[config.mk]
export PLATFORM = sky130hd
export DESIGN_NAME = dl_proc_block_monitor
export DESIGN_NICKNAME = d
export VERILOG_FILES = /design/src/rtl/dl_mon_pkg.sv /design/src/rtl/dl_mon_prio_enc.sv /design/src/rtl/dl_proc_block_monitor.sv
export SDC_FILE = /design/constraint.sdc
export NUM_CORES = 1
export LEC_CHECK = 0
export ABC_AREA = 1
export CAP_MARGIN = 20
export CORE_AREA = 2 2 39 41
export DETAILED_ROUTE_END_ITERATION = 12
export DIE_AREA = 0 0 41 43
export GPL_TIMING_DRIVEN = 0
export PLACE_DENSITY = 0.68
export REMOVE_ABC_BUFFERS = 1
export SYNTH_ARGS = -nofsm -noshare
export SYNTH_HDL_FRONTEND = slang
export SYNTH_SLANG_ARGS = --single-unit
[constraint.sdc]
create_clock -name dl_clock -period 2.1 [get_ports dl_clock]
set_input_delay 0.42 -clock dl_clock [delete_from_list [all_inputs] [get_ports dl_clock]]
set_output_delay 0.42 -clock dl_clock [all_outputs]
set_load 0.01 [all_outputs]
[src/rtl/dl_mon_pkg.sv]
// Shared types and helpers for the per-process deadlock monitor.
package dl_mon_pkg;

   typedef enum logic [1:0] {
      ST_RUN,
      ST_WAIT_TOKEN,
      ST_HOLD,
      ST_PASSED
   } state_e;

   // Upper bound on CHAN_NUM*PROC_NUM accepted by onehot_sel.
   localparam int unsigned MaxVecW = 256;

   function automatic int unsigned idx_w(input int unsigned n);
      return (n > 1) ? $clog2(n) : 1;
   endfunction

   // Returns the w-bit slice number sel of vec, zero-extended.
   function automatic logic [MaxVecW-1:0] onehot_sel(input logic [MaxVecW-1:0] vec,
                                                     input int unsigned sel,
                                                     input int unsigned w);
      logic [MaxVecW-1:0] mask;
      mask = ~({MaxVecW{1'b1}} << w);
      return (vec >> (sel * w)) & mask;
   endfunction

endpackage

[src/rtl/dl_mon_prio_enc.sv]
// Lowest-set-bit priority encoder over the channel-stall vector.
module dl_mon_prio_enc
   import dl_mon_pkg::*;
#(
   parameter int unsigned N    = 1,
   parameter int unsigned IdxW = idx_w(N)
) (
   input  logic [N-1:0]    req_i,
   output logic            valid_o,
   output logic [IdxW-1:0] idx_o
);

   always_comb begin
      valid_o = 1'b0;
      idx_o   = '0;
      for (int i = 0; i < int'(N); i++) begin
         if (req_i[i] && !valid_o) begin
            valid_o = 1'b1;
            idx_o   = IdxW'(i);
         end
      end
   end

endmodule

[src/rtl/dl_proc_block_monitor.sv]
// Per-process deadlock monitor: stall filter plus dependence-cycle token walker.
// Optional channel trace output and pass logging enabled by DL_MON_CHAN_TRACE_EN.
module dl_proc_block_monitor
   import dl_mon_pkg::*;
#(
   parameter int unsigned PROC_NUM   = 2,
   parameter int unsigned IDX        = 0,
   parameter int unsigned CHAN_NUM   = 1,
   parameter int unsigned BLK_FILTER = 4
) (
   input  logic                         dl_clock,
   input  logic                         dl_reset,
   input  logic [CHAN_NUM-1:0]          proc_blocked_vec,
   input  logic [CHAN_NUM*PROC_NUM-1:0] chan_peer_vec,
   input  logic                         dl_detect_in,
   input  logic [PROC_NUM-1:0]          origin,
   input  logic [PROC_NUM-1:0]          token_in_vec,
   input  logic                         token_clear,
   output logic                         dl_in_bit,
   output logic [PROC_NUM-1:0]          dep_vec_out,
   output logic                         loop_err,
   output logic [$clog2(CHAN_NUM):0]    blk_chan_idx
);

   localparam int unsigned CntW   = $clog2(BLK_FILTER + 1);
   localparam int unsigned ChIdxW = idx_w(CHAN_NUM);
   localparam int unsigned TraceW = $clog2(CHAN_NUM) + 1;

   state_e              state_q, state_d;
   logic [CntW-1:0]     cnt_q, cnt_d;
   logic                filt_q, filt_d;
   logic                visited_q, visited_d;
   logic                loop_err_q, loop_err_d;
   logic [PROC_NUM-1:0] dep_q, dep_d;

   logic                blocked;
   logic                tok_hit;
   logic                enter_hold;
   logic                sel_valid;
   logic [ChIdxW-1:0]   sel_idx;
   logic [PROC_NUM-1:0] sel_peer;
   logic                unused_tok;

   assign blocked    = |proc_blocked_vec;
   assign tok_hit    = origin[IDX] | token_in_vec[IDX];
   assign unused_tok = ^{origin, token_in_vec};

   dl_mon_prio_enc #(
      .N    (CHAN_NUM),
      .IdxW (ChIdxW)
   ) u_prio_enc (
      .req_i   (proc_blocked_vec),
      .valid_o (sel_valid),
      .idx_o   (sel_idx)
   );

   assign sel_peer = PROC_NUM'(onehot_sel(MaxVecW'(chan_peer_vec), 32'(sel_idx), PROC_NUM));

   always_comb begin
      state_d    = state_q;
      cnt_d      = cnt_q;
      filt_d     = filt_q;
      visited_d  = visited_q;
      loop_err_d = loop_err_q;
      dep_d      = '0;
      enter_hold = 1'b0;
      unique case (state_q)
         ST_RUN: begin
            // Filter state freezes once a deadlock has been reported.
            if (dl_detect_in) begin
               state_d = ST_WAIT_TOKEN;
            end else if (blocked) begin
               if (cnt_q != CntW'(BLK_FILTER)) cnt_d = cnt_q + 1'b1;
               filt_d = (cnt_d == CntW'(BLK_FILTER));
            end else begin
               cnt_d  = '0;
               filt_d = 1'b0;
            end
         end
         default: begin
            if (!dl_detect_in) begin
               state_d   = ST_RUN;
               cnt_d     = '0;
               filt_d    = 1'b0;
               visited_d = 1'b0;
            end else if (token_clear) begin
               state_d   = ST_WAIT_TOKEN;
               visited_d = 1'b0;
            end else if (state_q == ST_HOLD) begin
               state_d   = ST_PASSED;
               visited_d = 1'b1;
            end else if (tok_hit) begin
               state_d    = ST_HOLD;
               enter_hold = 1'b1;
               if (visited_q && !origin[IDX]) loop_err_d = 1'b1;
            end
         end
      endcase
      // Channel choice is captured on entry so dep_vec_out is registered for the HOLD cycle.
      if (enter_hold) begin
         if (sel_valid) dep_d = sel_peer;
         else           loop_err_d = 1'b1;
      end
   end

   always_ff @(posedge dl_clock or posedge dl_reset) begin
      if (dl_reset) begin
         state_q    <= ST_RUN;
         cnt_q      <= '0;
         filt_q     <= 1'b0;
         visited_q  <= 1'b0;
         loop_err_q <= 1'b0;
         dep_q      <= '0;
      end else begin
         state_q    <= state_d;
         cnt_q      <= cnt_d;
         filt_q     <= filt_d;
         visited_q  <= visited_d;
         loop_err_q <= loop_err_d;
         dep_q      <= dep_d;
      end
   end

   assign dl_in_bit   = (state_q == ST_RUN) ? filt_q : (state_q == ST_HOLD);
   assign dep_vec_out = dep_q;
   assign loop_err    = loop_err_q;

`ifdef DL_MON_CHAN_TRACE_EN
   logic [TraceW-1:0] trace_q, trace_d;

   always_comb begin
      trace_d = '0;
      if (enter_hold && sel_valid) trace_d = TraceW'(sel_idx) + TraceW'(1);
   end

   always_ff @(posedge dl_clock or posedge dl_reset) begin
      if (dl_reset) trace_q <= '0;
      else          trace_q <= trace_d;
   end

   always_ff @(posedge dl_clock) begin
      if (!dl_reset && state_q == ST_HOLD && trace_q != '0) begin
         $display("dl_mon[%0d]: pass via channel %0d to peer %b", IDX, trace_q - 1'b1, dep_q);
      end
   end

   assign blk_chan_idx = trace_q;
`else
   assign blk_chan_idx = '0;
`endif

endmodule

## Word-level counts from Yosys, hierarchy flattened

Cells that the tools add are included.

- Add/subtract/negate cells: 1
- Equality and inequality tests: 6
- Muxes and demuxes: 38
- Bitwise gates (word level): 2
- Reduce and logical (&&, ||, !) cells: 5

Operators with widths:

| operator | count |
|---|---|
| 3-bit 2-to-1 mux | 8 |
| 1-bit 2-to-1 mux | 22 |
| 2-bit 2-to-1 mux | 8 |
| 5-bit by 1-bit inequality test with 1-bit output (second input constant) | 1 |
| 2-bit AND reduction | 2 |
| 3-bit by 1-bit adder with 3-bit output (second input constant) | 1 |
| 3-bit == test (second input constant) | 1 |
| 3-bit by 1-bit inequality test with 1-bit output (second input constant) | 1 |
| 3-bit inequality test (second input constant) | 1 |
| 2-bit == test (second input constant) | 1 |
| 2-bit zero test | 1 |
| 2-bit inequality test (second input constant) | 1 |
| 1-bit logical AND | 1 |
| 1-bit zero test | 1 |
| 1-bit NOT | 1 |
| 1-bit OR | 1 |

- Flip-flop bits (word level): 10
- Input bits: 11
- Output and inout port bits: 5
- Word-level logic and storage cells: 58

## Logic depth before layout (Yosys ltp)

- Word-level depth: 10
- Gate-level depth with buffers: 8
- Depth with buffers taken out: 8

## Modules after synthesis

Synthesis repeated with hierarchy kept, for this count alone.

- Cells, all modules: 68
- Area, all modules: 545.5 um^2

Modules (own cells, without submodules):

| module | instances | cells each | area each (um^2) | sequential area each (um^2) |
|---|---|---|---|---|
| dl_proc_block_monitor | 1 | 65 | 526.8 | 250.2 |
| dl_mon_prio_enc | 1 | 3 | 18.8 | 0.0 |

## Worst setup path before layout

No wires, ideal clock.

- Path kind: register -> output
- Start: register state_q[0]
- End: output port dl_in_bit
- Arrival: 0.639 ns
- Required time: 1.680 ns
- Path slack: 1.041 ns
- Cell stages (with the launch flop): 3
- Path buffers: 0
- Cell sequence: dfrtp_1 > inv_1 > o21a_1

- Longest elaborated chain between the ends: 2
- Elaborated cells between the ends (all ways): 3
- Those cells by class: 1 x eq/ne; 1 x mux; 1 x reduce/logical

RTL lines:

| item | RTL line | text |
|---|---|---|
| start: declaration | dl_proc_block_monitor.sv:29 | `state_e state_q, state_d;` |
| start signal: assignment | dl_proc_block_monitor.sv:115 | `state_q <= state_d;` |
| 2-bit == test or 2-bit zero test (tied branches) | dl_proc_block_monitor.sv:124 | `assign dl_in_bit = (state_q == ST_RUN) ? filt_q : (state_q == ST_HOLD);` |
| 1-bit 2-to-1 mux * | dl_proc_block_monitor.sv:124 |  |
| end: declaration | dl_proc_block_monitor.sv:19 | `output logic dl_in_bit,` |

Mark *: on every way between the ends. The rest lies on a longest branch, timed or not.

## Worst setup path in the final report

Ends and elaborated chain as after synthesis.

==> results.md <==
* Status: finished clean
* DR WL/cell at just over 9 um
* Post-synth top area cell: dfrtp_1
* Vias in the first global route at 428
* Most common cell in the netlist: nand2_1
* Netlist cell types at 17
* Cell Rows at 14
* DR DRC count at 0
* Via density at 4.635
* Syn avg cell area at 7.811 sq um
* Leak at 0.0003409 uW
* Critical setup path kind: flip-flop to primary output
* Root buf cell: clkbuf_4
* Arr. time, crit path at 1.43 ns
* Chip width at a little over 40 um
* Core area at 0.001384 sq mm
* Ys async rst share at 1.000
* Starting DRT DRC Count at 5
* CTS Buf Count at 3
* FF+latch count, synth at 10
* Crit path time final at 1.848 ns
* First-pass GRT wire length at between 1500 and 2000 um
* Type of the tightest min-delay check: primary input to async pin
* Final WS setup at 0.2518 ns
* RSZ-0062 raised after global routing: no
* Die ar. at about 0.0018 sq mm
* CP Launch Type: flip-flop
* Port bufs at 12
* Fmax at around 540 MHz
* Vias at between 400 and 500
* Die H at 43 um
* GR Overflow Total at 0
* Pre-CTS setup slack at 0.5330 ns
* Fin. Hold Viols at 0
* Post-Route WL at around 870 um
* Clk sinks at 10
* Max VDD drop at between 0.2 and 0.3 mV
* Final period util at 0.8801
* Max_cap viols at 0
* Yosys top cell area share at 0.4854
* Gpl congestion at approximately 0.7
* Ys Warns at 0
* PwrDens at slightly below 600 mW/mm^2
* CTS tree: built
* Post-route clock skew at 0.001243 ns
* Post-DP HPWL at 713.5 um
* CP Capture Type: primary output
* Gr usage total at 0.1450
* Pre-Repair DR Iteration Count at 4
* Syn Inst Count at 66
* ANT cells at 0
* Sequential element share of the synthesized area at 0.4854
* Commonest cells in the synthesized netlist: 17 x nand2_1, 11 x inv_1, 10 x dfrtp_1, 5 x nor2_1, 4 x nand3_1
* Post-CTS setup buffers at 0
* Synth area leaders: dfrtp_1 49%, nand2_1 12%, inv_1 8.0%, ha_1 4.9%, nand3_1 3.9%
* Post-synth EDFFs at 0
* Post-cts resize count at 0
* Initial Util at 0.3725
* CP required at 1.68 ns
* Final antenna-violating net count at 0
* Worst skew pair latency at between 0.2 and 0.3 ns
* R2R depth at 7
* Largest net degree at the start of global routing at 11
* # nets final at 95
* P&R area growth vs syn at 30.10%
* Final setup vio count at 0
* Post-CTS Hold Fix Bufs at 0
* Io pins at 16
* Predominant post-synthesis flop cell: dfrtp_1
* Crit path max fanout at 5
* CTS max path bufs at 2
* Proportion of layout cells with a drive suffix above 1 at 0.1000
* Clk slew on worst S/H paths at roughly 0.060 ns
* Clock H-tree levels at 1
* Slew Viols, Final at 0
* Synthesized area at about 520 sq um
* Initial antenna violation count at 0
* Setup TNS at 0 ns
==> cell families (layout without fill, tap and decap cells) <==
kind of cell | after synthesis | in the layout | share of synthesized area
flip-flops | 10 | 10 | 0.4854
buffers and inverters | 14 | 28 | 0.1092
AO/OA/AOI/OAI | 8 | 8 | 0.08739
AND/OR/NAND/NOR | 31 | 31 | 0.2622
other | 1 | 1 | 0.007275
adder cells (fa/ha/maj) | 2 | 2 | 0.04854
==> state kept, by name, summed over array words and instances, names as in the netlist <==
signal / cells
dep_vec_out: 2
state_q: 2
filt_q: 1
visited_q: 1
cnt_q: 3
loop_err: 1
==> worst max-delay path: stages, from the launching register on <==
cell and delay (ns):
dfrtp_1 0.42, inv_1 0.10, o21a_1 0.12, clkdlybuf4s50_1 0.53
==> layout make-up <==
type,instances,area (sq um)
tap,16,20.02
multi-input combinational,42,209.0
timing repair buffer,12,120.1
fill,132,713.2
inverter,13,48.80
clock buffer,3,22.52
sequential,10,250.2
==> through the flow <==
stage | cell area [sq um] | util | cells | hold WS, ns | total power [uW]
floorplan | 508.0 | - | 65 | 0.2602 | 246.7
global placement | 648.1 | 0.4684 | 93 | 0.4455 | 272.4
detailed placement | 648.1 | 0.4684 | 93 | 0.4535 | 273.8
CTS | 670.6 | 0.4846 | 96 | 0.4412 | 398.5
global route | 670.6 | 0.4846 | 96 | 0.4782 | 423.8
finish | 670.6 | 0.4846 | 96 | 0.4352 | 391.5
==> worst paths after layout <==
path	start	to	slack (ns)
min	dl_reset	cnt_q[2]	0.44
min in group dl_clock	loop_err	loop_err	0.47
max	state_q[0]	dl_in_bit	0.25
max in group asynchronous	dl_reset	cnt_q[1]	1.40
min reg2reg	loop_err	loop_err	0.47
max reg2reg	cnt_q[0]	cnt_q[0]	0.96
==> power by group <==
part | internal [uW] | leakage, uW | switching, uW
logic | 29.6 | 0.000197 | 32.0
clock network | 65.7 | 0.0000138 | 56.4
registers | 201 | 0.000130 | 6.80
total | 296 | 0.000341 | 95.2
==> metal layers <==
metal	GRT usage	vias up	share of wire
met5	0	-	0
met1	0.1803	202	0.44
met4	0.1000	0	0.013
met3	0.03141	2	0.049
met2	0.2125	10	0.50
li1	-	231	-
==> cell usage in the layout, fill, tap and decap left out, drive strengths merged <==
| cell type | n |
|---|---|
| nand2 | 17 |
| inv | 13 |
| clkdlybuf4s50 | 12 |
| dfrtp | 10 |
| nor2 | 8 |
| o21ai | 5 |
| nand3 | 4 |
| clkbuf | 3 |
| ha | 2 |
| o22ai | 1 |
| or2 | 1 |
| nand3b | 1 |
| o21a | 1 |
| a31oi | 1 |
| conb | 1 |
No activity file was read; power rests on OpenSTA's default activity.
